File: src/rtl/cla_pipe_adder_pkg.sv
// cla_pipe_adder_pkg: shared slice/group sizing, ALU op field layout and group G/P helper
package cla_pipe_adder_pkg;
  localparam int ADD_SLICE_W     = 4;
  localparam int ADD_GRP_PER_BLK = 4;
  typedef struct packed {
    logic word;
    logic sub;
  } add_op_t;
  function automatic logic [1:0] grp_gp(input logic [3:0] g, input logic [3:0] p);
    return {g[3] | p[3] & g[2] | p[3] & p[2] & g[1] | p[3] & p[2] & p[1] & g[0], &p};
  endfunction
endpackage

File: src/rtl/cla_lookahead4.sv
// cla_lookahead4: four (G,P) pairs plus carry-in to per-position carry-ins and combined block G/P
module cla_lookahead4
  import cla_pipe_adder_pkg::*;
(
  input  logic [3:0] g,
  input  logic [3:0] p,
  input  logic       cin,
  output logic [3:0] c,
  output logic       bg,
  output logic       bp
);
  assign c[0]     = cin;
  assign c[1]     = g[0] | p[0] & cin;
  assign c[2]     = g[1] | p[1] & g[0] | p[1] & p[0] & cin;
  assign c[3]     = g[2] | p[2] & g[1] | p[2] & p[1] & g[0] | p[2] & p[1] & p[0] & cin;
  assign {bg, bp} = grp_gp(g, p);
endmodule

File: src/rtl/fourbit_cla.sv
// fourbit_cla: 4-bit lookahead slice exposing per-bit generate/propagate
module fourbit_cla (
  input  logic [3:0] a,
  input  logic [3:0] b,
  input  logic       c,
  output logic [3:0] s,
  output logic [3:0] g,
  output logic [3:0] p
);
  logic [3:0] cy;
  assign g     = a & b;
  assign p     = a ^ b;
  assign cy[0] = c;
  assign cy[1] = g[0] | p[0] & c;
  assign cy[2] = g[1] | p[1] & g[0] | p[1] & p[0] & c;
  assign cy[3] = g[2] | p[2] & g[1] | p[2] & p[1] & g[0] | p[2] & p[1] & p[0] & c;
  assign s     = p ^ cy;
endmodule

File: src/rtl/cla_pipe_adder.sv
// cla_pipe_adder: two-stage pipelined lookahead add/sub with word mode and valid/ready handshakes
module cla_pipe_adder
  import cla_pipe_adder_pkg::*;
#(
  parameter int XLEN   = 64,
  parameter int W_MODE = 1
) (
  input  logic            clk,
  input  logic            rst_n,
  input  logic            flush,
  input  logic            in_valid,
  output logic            in_ready,
  input  logic [XLEN-1:0] in_a,
  input  logic [XLEN-1:0] in_b,
  input  logic            in_sub,
  input  logic            in_word,
  output logic            out_valid,
  input  logic            out_ready,
  output logic [XLEN-1:0] out_sum,
  output logic            out_cout,
  output logic            out_ovf,
  output logic            out_zero
);
  localparam int NG      = XLEN / ADD_SLICE_W;
  localparam int NB      = NG / ADD_GRP_PER_BLK;
  localparam bit WORD_EN = (XLEN > 32) && (W_MODE != 0);
  logic            s1_valid_q, s1_valid_d, out_valid_q, out_valid_d;
  logic [XLEN-1:0] a_q, a_d, b_q, b_d, sum_q, sum_d;
  add_op_t         op_q, op_d;
  logic [NG-1:0]   grp_g_q, grp_g_d, grp_p_q, grp_p_d, grp_cin;
  logic            cout_q, cout_d, ovf_q, ovf_d, zero_q, zero_d;
  logic [XLEN-1:0] b_in, s1_g, s1_p, s1_sum_unused, s2_g_unused, s2_p_unused, sum, res;
  logic [NB-1:0]   blk_g, blk_p;
  logic [3:0]      bg4, bp4, top_c;
  logic            top_g, top_p, cout_full, c32, accept, s1_adv;
  assign in_ready = !s1_valid_q | !out_valid_q | out_ready;
  assign accept   = in_valid & in_ready & !flush;
  assign s1_adv   = s1_valid_q & (!out_valid_q | out_ready) & !flush;
  assign b_in     = in_b ^ {XLEN{in_sub}};
  for (genvar i = 0; i < NG; i++) begin : g_slice
    fourbit_cla u_s1 (.a(in_a[4*i+:4]), .b(b_in[4*i+:4]), .c(1'b0), .s(s1_sum_unused[4*i+:4]),
                      .g(s1_g[4*i+:4]), .p(s1_p[4*i+:4]));
    fourbit_cla u_s2 (.a(a_q[4*i+:4]), .b(b_q[4*i+:4]), .c(grp_cin[i]), .s(sum[4*i+:4]),
                      .g(s2_g_unused[4*i+:4]), .p(s2_p_unused[4*i+:4]));
  end
  // Groups resolve inside each 16-bit block; blocks resolve at the top level.
  for (genvar b = 0; b < NB; b++) begin : g_blk
    cla_lookahead4 u_l1 (.g(grp_g_q[4*b+:4]), .p(grp_p_q[4*b+:4]), .cin(top_c[b]),
                         .c(grp_cin[4*b+:4]), .bg(blk_g[b]), .bp(blk_p[b]));
  end
  always_comb begin
    bg4         = '0;
    bp4         = '0;
    bg4[NB-1:0] = blk_g;
    bp4[NB-1:0] = blk_p;
  end
  cla_lookahead4 u_l2 (.g(bg4), .p(bp4), .cin(op_q.sub), .c(top_c), .bg(top_g), .bp(top_p));
  assign cout_full = top_g | top_p & op_q.sub;
  if (XLEN > 32) begin : g_c32
    assign c32 = grp_cin[32/ADD_SLICE_W];
  end else begin : g_c32_full
    assign c32 = cout_full;
  end
  always_comb begin
    a_d         = accept ? in_a : a_q;
    b_d         = accept ? b_in : b_q;
    op_d        = accept ? add_op_t'{word: in_word & WORD_EN, sub: in_sub} : op_q;
    for (int i = 0; i < NG; i++)
      {grp_g_d[i], grp_p_d[i]} = accept ? grp_gp(s1_g[4*i+:4], s1_p[4*i+:4]) : {grp_g_q[i], grp_p_q[i]};
    res         = op_q.word ? XLEN'($signed(sum[31:0])) : sum;
    sum_d       = s1_adv ? res : sum_q;
    cout_d      = s1_adv ? (op_q.word ? c32 : cout_full) : cout_q;
    ovf_d       = s1_adv ? (op_q.word ? c32 ^ sum[31] ^ a_q[31] ^ b_q[31]
                                      : cout_full ^ sum[XLEN-1] ^ a_q[XLEN-1] ^ b_q[XLEN-1]) : ovf_q;
    zero_d      = s1_adv ? (res == '0) : zero_q;
    s1_valid_d  = !flush & (accept | (s1_valid_q & !s1_adv));
    out_valid_d = !flush & (s1_adv | (out_valid_q & !out_ready));
  end
  always_ff @(posedge clk) begin
    a_q     <= a_d;
    b_q     <= b_d;
    op_q    <= op_d;
    grp_g_q <= grp_g_d;
    grp_p_q <= grp_p_d;
  end
  always_ff @(posedge clk or negedge rst_n) begin
    if (!rst_n) begin
      s1_valid_q  <= 1'b0;
      out_valid_q <= 1'b0;
      sum_q       <= '0;
      cout_q      <= 1'b0;
      ovf_q       <= 1'b0;
      zero_q      <= 1'b0;
    end else begin
      s1_valid_q  <= s1_valid_d;
      out_valid_q <= out_valid_d;
      sum_q       <= sum_d;
      cout_q      <= cout_d;
      ovf_q       <= ovf_d;
      zero_q      <= zero_d;
    end
  end
  assign out_valid = out_valid_q;
  assign out_sum   = sum_q;
  assign out_cout  = cout_q;
  assign out_ovf   = ovf_q;
  assign out_zero  = zero_q;
endmodule

File: config.mk
export PLATFORM = sky130hd
export DESIGN_NAME = cla_pipe_adder
export DESIGN_NICKNAME = d
export VERILOG_FILES = /design/src/rtl/cla_pipe_adder_pkg.sv /design/src/rtl/cla_lookahead4.sv /design/src/rtl/fourbit_cla.sv /design/src/rtl/cla_pipe_adder.sv
export SDC_FILE = /design/constraint.sdc
export NUM_CORES = 1
export LEC_CHECK = 0
export BUFFER_PORTS_ARGS = -buffer_cell sky130_fd_sc_hd__buf_2
export CORE_ASPECT_RATIO = 0.6
export CORE_UTILIZATION = 45
export DETAILED_ROUTE_END_ITERATION = 8
export PLACE_DENSITY = 0.75
export SYNTH_ARGS = -nofsm -noshare
export SYNTH_HDL_FRONTEND = slang
export SYNTH_SLANG_ARGS = --single-unit
File: constraint.sdc
create_clock -name clk -period 4.9 [get_ports clk]
set_input_delay 0.49 -clock clk [delete_from_list [all_inputs] [get_ports clk]]
set_output_delay 0.49 -clock clk [all_outputs]
set_load 0.005 [all_outputs]
## After elaboration in Yosys (flattened, before gate mapping)

Index checks and enable logic that the tools add are counted.

- Add/sub/neg operators: 0
- $mul: 0
- Divide/modulo/power cells: 0
- $lt $le $gt $ge: 0
- Equality and inequality tests: 0
- Shift operators: 0
- Mux-type cells: 3
- Bitwise logic cells: 585
- Reduce and logical (&&, ||, !) cells: 27

Operators by type and width:

| kind | count |
|---|---|
| $and A1 B1 Y1 | 303 |
| $or A1 B1 Y1 | 195 |
| $xor A4 B4 Y4 | 48 |
| $reduce_and A4 Y1 | 20 |
| $and A4 B4 Y4 | 16 |
| $logic_not A64 Y1 | 1 |
| $mux W64 | 1 |
| $xor A64 B64 Y64 | 1 |
| $and A3 B3 Y3 | 16 |
| $reduce_and A16 Y1 | 1 |
| $xor A1 B1 Y1 | 6 |
| $logic_not A1 Y1 | 5 |
| $mux W1 | 2 |

- Bits in registers: 231
- Bits in latches: 0
- Memory bits (writable): 0
- ROM bits: 0
- Input port bits: 135
- Output and inout port bits: 69
- Logic and storage cells: 627
- Memories kept: 0

## Depth between registers and ports, before layout

- Depth after elaboration: 17
- Mapped depth: 19
- Mapped depth without buffers: 18

## Cells and area by module

From an unflattened synthesis, not the netlist that was laid out.

- Cell total of the unflattened synthesis: 1302
- Area, all modules: 14466.4 sq um

Modules (own cells, without submodules):

| module | times used | cells an instance | area an instance (sq um) | sequential area each (sq um) |
|---|---|---|---|---|
| cla_pipe_adder | 1 | 644 | 8929.8 | 6591.3 |
| fourbit_cla | 32 | 19 | 162.7 | 0.0 |
| cla_lookahead4 | 5 | 10 | 66.3 | 0.0 |

## Worst setup path before layout

OpenSTA, ideal clock, no wires.

- Path type: input to register
- From: in out_ready
- To: reg a_q[0] (enable)
- Library setup time: 0.543 ns
- Arrival: 4.407 ns
- Data required time: 4.357 ns
- Slack: -0.049 ns
- Cell stages on the path: 3
- Path buffers: 0
- Cell sequence: nor2b_1 nand2_1 and3b_1

- Longest elaborated chain between the ends: 3

RTL lines:

| element | line | RTL |
|---|---|---|
| start: declaration | cla_pipe_adder.sv:18 | `input logic out_ready,` |
| $or A1 B1 Y1 | cla_pipe_adder.sv:36 | `assign in_ready = !s1_valid_q \| !out_valid_q \| out_ready;` |
| net in_ready | cla_pipe_adder.sv:12 | `output logic in_ready,` |
| $and A1 B1 Y1 (2 in a row) | cla_pipe_adder.sv:37 | `assign accept = in_valid & in_ready & !flush;` |
| net accept | cla_pipe_adder.sv:35 | `logic top_g, top_p, cout_full, c32, accept, s1_adv;` |
| end signal: assignment | cla_pipe_adder.sv:80 | `a_q <= a_d;` |
| end: declaration | cla_pipe_adder.sv:28 | `logic [XLEN-1:0] a_q, a_d, b_q, b_d, sum_q, sum_d;` |

The timed path passes the listed nets, and every way through them passes these cells.
A chain may end at the register's enable or synchronous reset.

## Worst setup path after layout

- From: reg grp_p_q[2]
- To: reg zero_q, in the netlist out_zero

- Longest elaborated chain between the ends: 14
- Elaborated cells on any way between the ends: 138
- Classes of those cells: 1 x mux; 135 x bitwise; 2 x reduce/logical

RTL lines:

| element | line | RTL |
|---|---|---|
| start: declaration | cla_pipe_adder.sv:30 | `logic [NG-1:0] grp_g_q, grp_g_d, grp_p_q, grp_p_d, grp_cin;` |
| start signal: assignment | cla_pipe_adder.sv:84 | `grp_p_q <= grp_p_d;` |
| $and A1 B1 Y1 (2 in a row) | cla_pipe_adder_pkg.sv:10 | `return {g[3] \| p[3] & g[2] \| p[3] & p[2] & g[1] \| p[3] & p[2] & p[1] & g[0], &p};` |
| $or A1 B1 Y1 / $and A1 B1 Y1 (equally long branches) | cla_pipe_adder_pkg.sv:10 |  |
| $or A1 B1 Y1 | cla_pipe_adder_pkg.sv:10 |  |
| $and A1 B1 Y1 (on tied branches) | cla_lookahead4.sv:14, cla_lookahead4.sv:15 |  |
| $or A1 B1 Y1 (on tied branches) (2 in a row) | cla_lookahead4.sv:14, cla_lookahead4.sv:15 |  |
| $and A1 B1 Y1 (on tied branches) | cla_lookahead4.sv:13, cla_lookahead4.sv:14, cla_lookahead4.sv:15 |  |
| $or A1 B1 Y1 (on tied branches) | cla_lookahead4.sv:13, cla_lookahead4.sv:14, cla_lookahead4.sv:15 |  |
| $and A1 B1 Y1 (on tied branches) | fourbit_cla.sv:14, fourbit_cla.sv:15, fourbit_cla.sv:16 |  |
| $or A1 B1 Y1 (on tied branches) | fourbit_cla.sv:14, fourbit_cla.sv:15, fourbit_cla.sv:16 |  |
| $xor A4 B4 Y4 | fourbit_cla.sv:17 | `assign s = p ^ cy;` |
| $mux W64 (*) | cla_pipe_adder.sv:70 | `res = op_q.word ? XLEN'($signed(sum[31:0])) : sum;` |
| $logic_not A64 Y1 (*) | cla_pipe_adder.sv:75 | `zero_d = s1_adv ? (res == '0) : zero_q;` |
| end signal: assignment | cla_pipe_adder.sv:100 | `zero_q <= zero_d;` |
| end: declaration | cla_pipe_adder.sv:31 | `logic cout_q, cout_d, ovf_q, ovf_d, zero_q, zero_d;` |

Mark *: on every way between the ends. The rest lies on a longest branch, timed or not.

==> insert_results.sql <==
INSERT INTO impl_metrics (metric_group, metric, value, unit) VALUES
('layout', 'layout-drive-gt1-share', '21.76', '%'),
('layout', 'final_net_count', '1506', ''),
('timing', 'timing.clock.skew', '0.02127', 'ns'),
('yosys', 'synth_area', '0.01243', 'mm²'),
('critical_path', 'r2r-start', 'grp_p_q[2]', ''),
('min_path', 'hold_path_class', 'input pin to asynchronous set/reset pin', ''),
('critical_path', 'worstPathArrival', '5.09', 'ns'),
('clock_tree', 'tritoncts_clock_tree', 'done', ''),
('routing', 'drtIter0Drc', '944', ''),
('yosys', 'post_synthesis_mux_area_share', '0.6746', '%'),
('critical_path', 'cp.depth', '18', ''),
('yosys', 'synthesis.yosys.warnings', '0', ''),
('pwr', 'power.density_cell_area', '359.8', 'mW/mm²'),
('floorplanning', 'die_area', '0.02831', 'mm²'),
('timing', 'timing.final.setup_violations', '0', ''),
('critical_path', 'reg2reg_to', 'out_zero', ''),
('place', 'dpl-instance-area', '0.01389', 'mm²'),
('critical_path', 'critical_path.slowest_cell', 'sky130_fd_sc_hd__fa_1', ''),
('routing', 'ant_nets', '0', ''),
('critical_path', 'start_kind', 'flip-flop', ''),
('timing', 'final_max_slew_viol_count', '0', ''),
('layout', 'insertedDiodeCount', '0', ''),
('yosys', 'synth_nets', '1295', ''),
('critical_path', 'criticalPathCategory', 'flip-flop to flip-flop', ''),
('clock_tree', 'postCtsSetupBuffers', '0', ''),
('yosys', 'synth-simple-area-share', '13.34', '%'),
('timing', 'hold_ws', '0.1256', 'ns'),
('grt', 'grt_pass1_wl', '50.34', 'mm'),
('routing', 'average_detailed_routed_wire_length_per_instance', '20.64', 'µm'),
('critical_path', 'critPathMaxStageDelay', '0.49', 'ns'),
('run_status', 'outcome', 'finished, final reports clean', ''),
('pwr', 'vdd_drop_max', '0.2405', 'mV'),
('clock_tree', 'cts_inserted_buffers', '23', ''),
('timing', 'timing.max_slew.rel_slack', '34.50', '%'),
('critical_path', 'critPathCapture', 'out_zero', ''),
('critical_path', 'timing.critical_path.buf_inv', '0', ''),
('clock_tree', 'htree_num_levels', '1', ''),
('yosys', 'ys_dominant_reg_cell', 'sky130_fd_sc_hd__edfxtp_1', ''),
('clock_tree', 'max_buffers_root_to_sink', '3', ''),
('routing', 'routed_via_density', '5.621', ''),
('layout', 'regArea', '0.006591', 'mm²'),
('clock_tree', 'cts_repair_resize_count', '0', ''),
('timing', 'rsz0062_at_grt', 'no', ''),
('pwr', 'design_power_total', '5.271', 'mW'),
('yosys', 'ys_async_sr_fraction', '29.87', '%'),
('clock_tree', 'clockRootBuffer', 'sky130_fd_sc_hd__clkbuf_16', ''),
('run', 'timing.max_cap.violations', '0', ''),
('pwr', 'leakagePower', '6.290', 'nW'),
('layout', 'layout.cell_area.non_filler', '0.01465', 'mm²'),
('critical_path', 'worst_ep_required_time', '5.38', 'ns'),
('timing', 'timing_worst_slew_pin_value', '0.9825', 'ns'),
('grt', 'grt_antenna_before_repair', '0', ''),
('yosys', 'synth-compound-area-share', '9.646', '%'),
('yosys', 'synth_top_family_by_area', 'adder cells', ''),
('yosys', 'synth_enable_flop_cells', '162', ''),
('routing', 'drcViolationCount', '0', ''),
('clock_tree', 'ctsHoldBuffers', '0', ''),
('critical_path', 'setup.reg_to_reg.worst_slack', '0.29', 'ns'),
('routing', 'drtPass1Iterations', '5', ''),
('layout', 'flow.area_growth_from_synthesis', '17.88', '%'),
('yosys', 'netlist_instances', '1032', ''),
('timing', 'setup-tns-final', '0', 'ns'),
('layout', 'final_common_cell', 'sky130_fd_sc_hd__buf_2', ''),
('grt', 'maximum_number_of_pins_on_one_net_before_global_route_repair', '163', ''),
('clock_tree', 'cts.sinks', '231', ''),
('layout', 'multi_input_gate_area_in_the_final_layout', '0.005731', 'mm²'),
('timing', 'finalWorstPathRequiredPeriod', '4.606', 'ns'),
('floorplanning', 'fp.coreArea', '0.02676', 'mm²'),
('clock_tree', 'cts.clk_slew.worst_paths', '0.08', 'ns'),
('timing', 'layout_worst_path_cycle_share', '94.00', '%'),
('place', 'gp_congestion', '0.9206', '');
per-layer routing:
| metal | vias to the layer above | GRT usage (%) | routed length [µm] |
|---|---|---|---|
| met5 | - | 0 | 0 |
| met4 | 0 | 5.717 | 708 |
| met3 | 51 | 6.389 | 3177 |
| met2 | 420 | 33.14 | 13320 |
| met1 | 4396 | 36.27 | 16210 |
| li1 | 4234 | - | - |
flip-flops by register name, summed over array words and instances (netlist names), 2 cells and up:
register and count:
a_q 64, b_q 64, grp_g_q 16, grp_p_q 16, op_q 2, out_sum 64
how the worst min path moves through the flow:
stage / startpoint / endpoint / slack (ns) / depth (start not counted)
floorplan: rst_n / out_cout / 0.19 / 0
global placement: out_sum[37] / out_sum[37] / 0.45 / 2
detailed placement: out_sum[37] / out_sum[37] / 0.46 / 2
CTS: in_word / op_q[1] / 0.12 / 1
global route: in_word / op_q[1] / 0.13 / 1
finish: rst_n / out_sum[5] / 0.13 / 1
synthesized netlist by cell type (5+ instances only):
cell	number	area (µm²)
sky130_fd_sc_hd__nand3_1	23	115.1
sky130_fd_sc_hd__a21oi_1	43	215.2
sky130_fd_sc_hd__nand2_1	127	476.7
sky130_fd_sc_hd__nor2b_1	19	118.9
sky130_fd_sc_hd__xnor2_1	34	297.8
sky130_fd_sc_hd__and4_1	17	148.9
sky130_fd_sc_hd__and2_1	5	31.28
sky130_fd_sc_hd__o21ai_0	48	240.2
sky130_fd_sc_hd__dfrtp_1	69	1727
sky130_fd_sc_hd__nand4_1	10	62.56
sky130_fd_sc_hd__nor4_1	6	37.54
sky130_fd_sc_hd__a21o_1	14	105.1
sky130_fd_sc_hd__edfxtp_1	162	4865
sky130_fd_sc_hd__o211ai_1	5	37.54
sky130_fd_sc_hd__mux2i_1	5	50.05
sky130_fd_sc_hd__fa_1	16	320.3
sky130_fd_sc_hd__nor4b_1	5	43.79
sky130_fd_sc_hd__ha_1	112	1401
sky130_fd_sc_hd__a31oi_1	10	62.56
sky130_fd_sc_hd__o31ai_1	15	112.6
sky130_fd_sc_hd__clkbuf_1	22	82.58
sky130_fd_sc_hd__nor3_1	18	90.09
sky130_fd_sc_hd__xor2_1	84	735.7
sky130_fd_sc_hd__nor2_1	53	198.9
sky130_fd_sc_hd__and3_1	5	31.28
sky130_fd_sc_hd__nand2b_1	17	106.4
sky130_fd_sc_hd__o22a_1	5	43.79
sky130_fd_sc_hd__inv_1	7	26.28
worst register-to-register path: cells and delay by family, from the launching register on:
kind / cells / cell delay [ns]
AO/OA/AOI/OAI: 5 / 1.36
adder cells (fa/ha/maj): 1 / 0.49
flip-flops: 1 / 0.43
AND/OR/NAND/NOR: 12 / 2.27
per-stage QoR:
stage / util (%) / instances / setup WS, ns
floorplan: - / 1032 / 0.8185
global placement: 51.89 / 1578 / 0.4213
detailed placement: 51.89 / 1578 / 0.1625
CTS: 54.64 / 1619 / 0.1458
global route: 54.74 / 1619 / 0.04058
finish: 54.74 / 1619 / 0.2942
power breakdown:
part	switching, mW	internal, mW	leakage [nW]
sequential	0.122	2.32	2.39
combinational	0.608	0.436	3.54
clock	0.765	1.02	0.365
total	1.50	3.78	6.29
logic make-up (layout without fill, tap and decap cells):
family / after synthesis / count (layout)
xor gates and xnor gates: 118 / 118
AOI/OAI and AO/OA: 181 / 181
adders and majority gates: 128 / 128
buffers and inverters: 36 / 263
and+or+nand+nor: 330 / 330
DFF: 231 / 231
muxes: 8 / 8
cell type report:
type / instances / area share, %
clock inverter: 10 / 0.6662
multi-input combinational: 765 / 39.12
tap: 360 / 3.075
clock buffer: 31 / 4.347
timing repair buffer: 213 / 7.567
sequential: 231 / 45.00
inverter: 9 / 0.2306
Power figures use the tool's default switching activity.
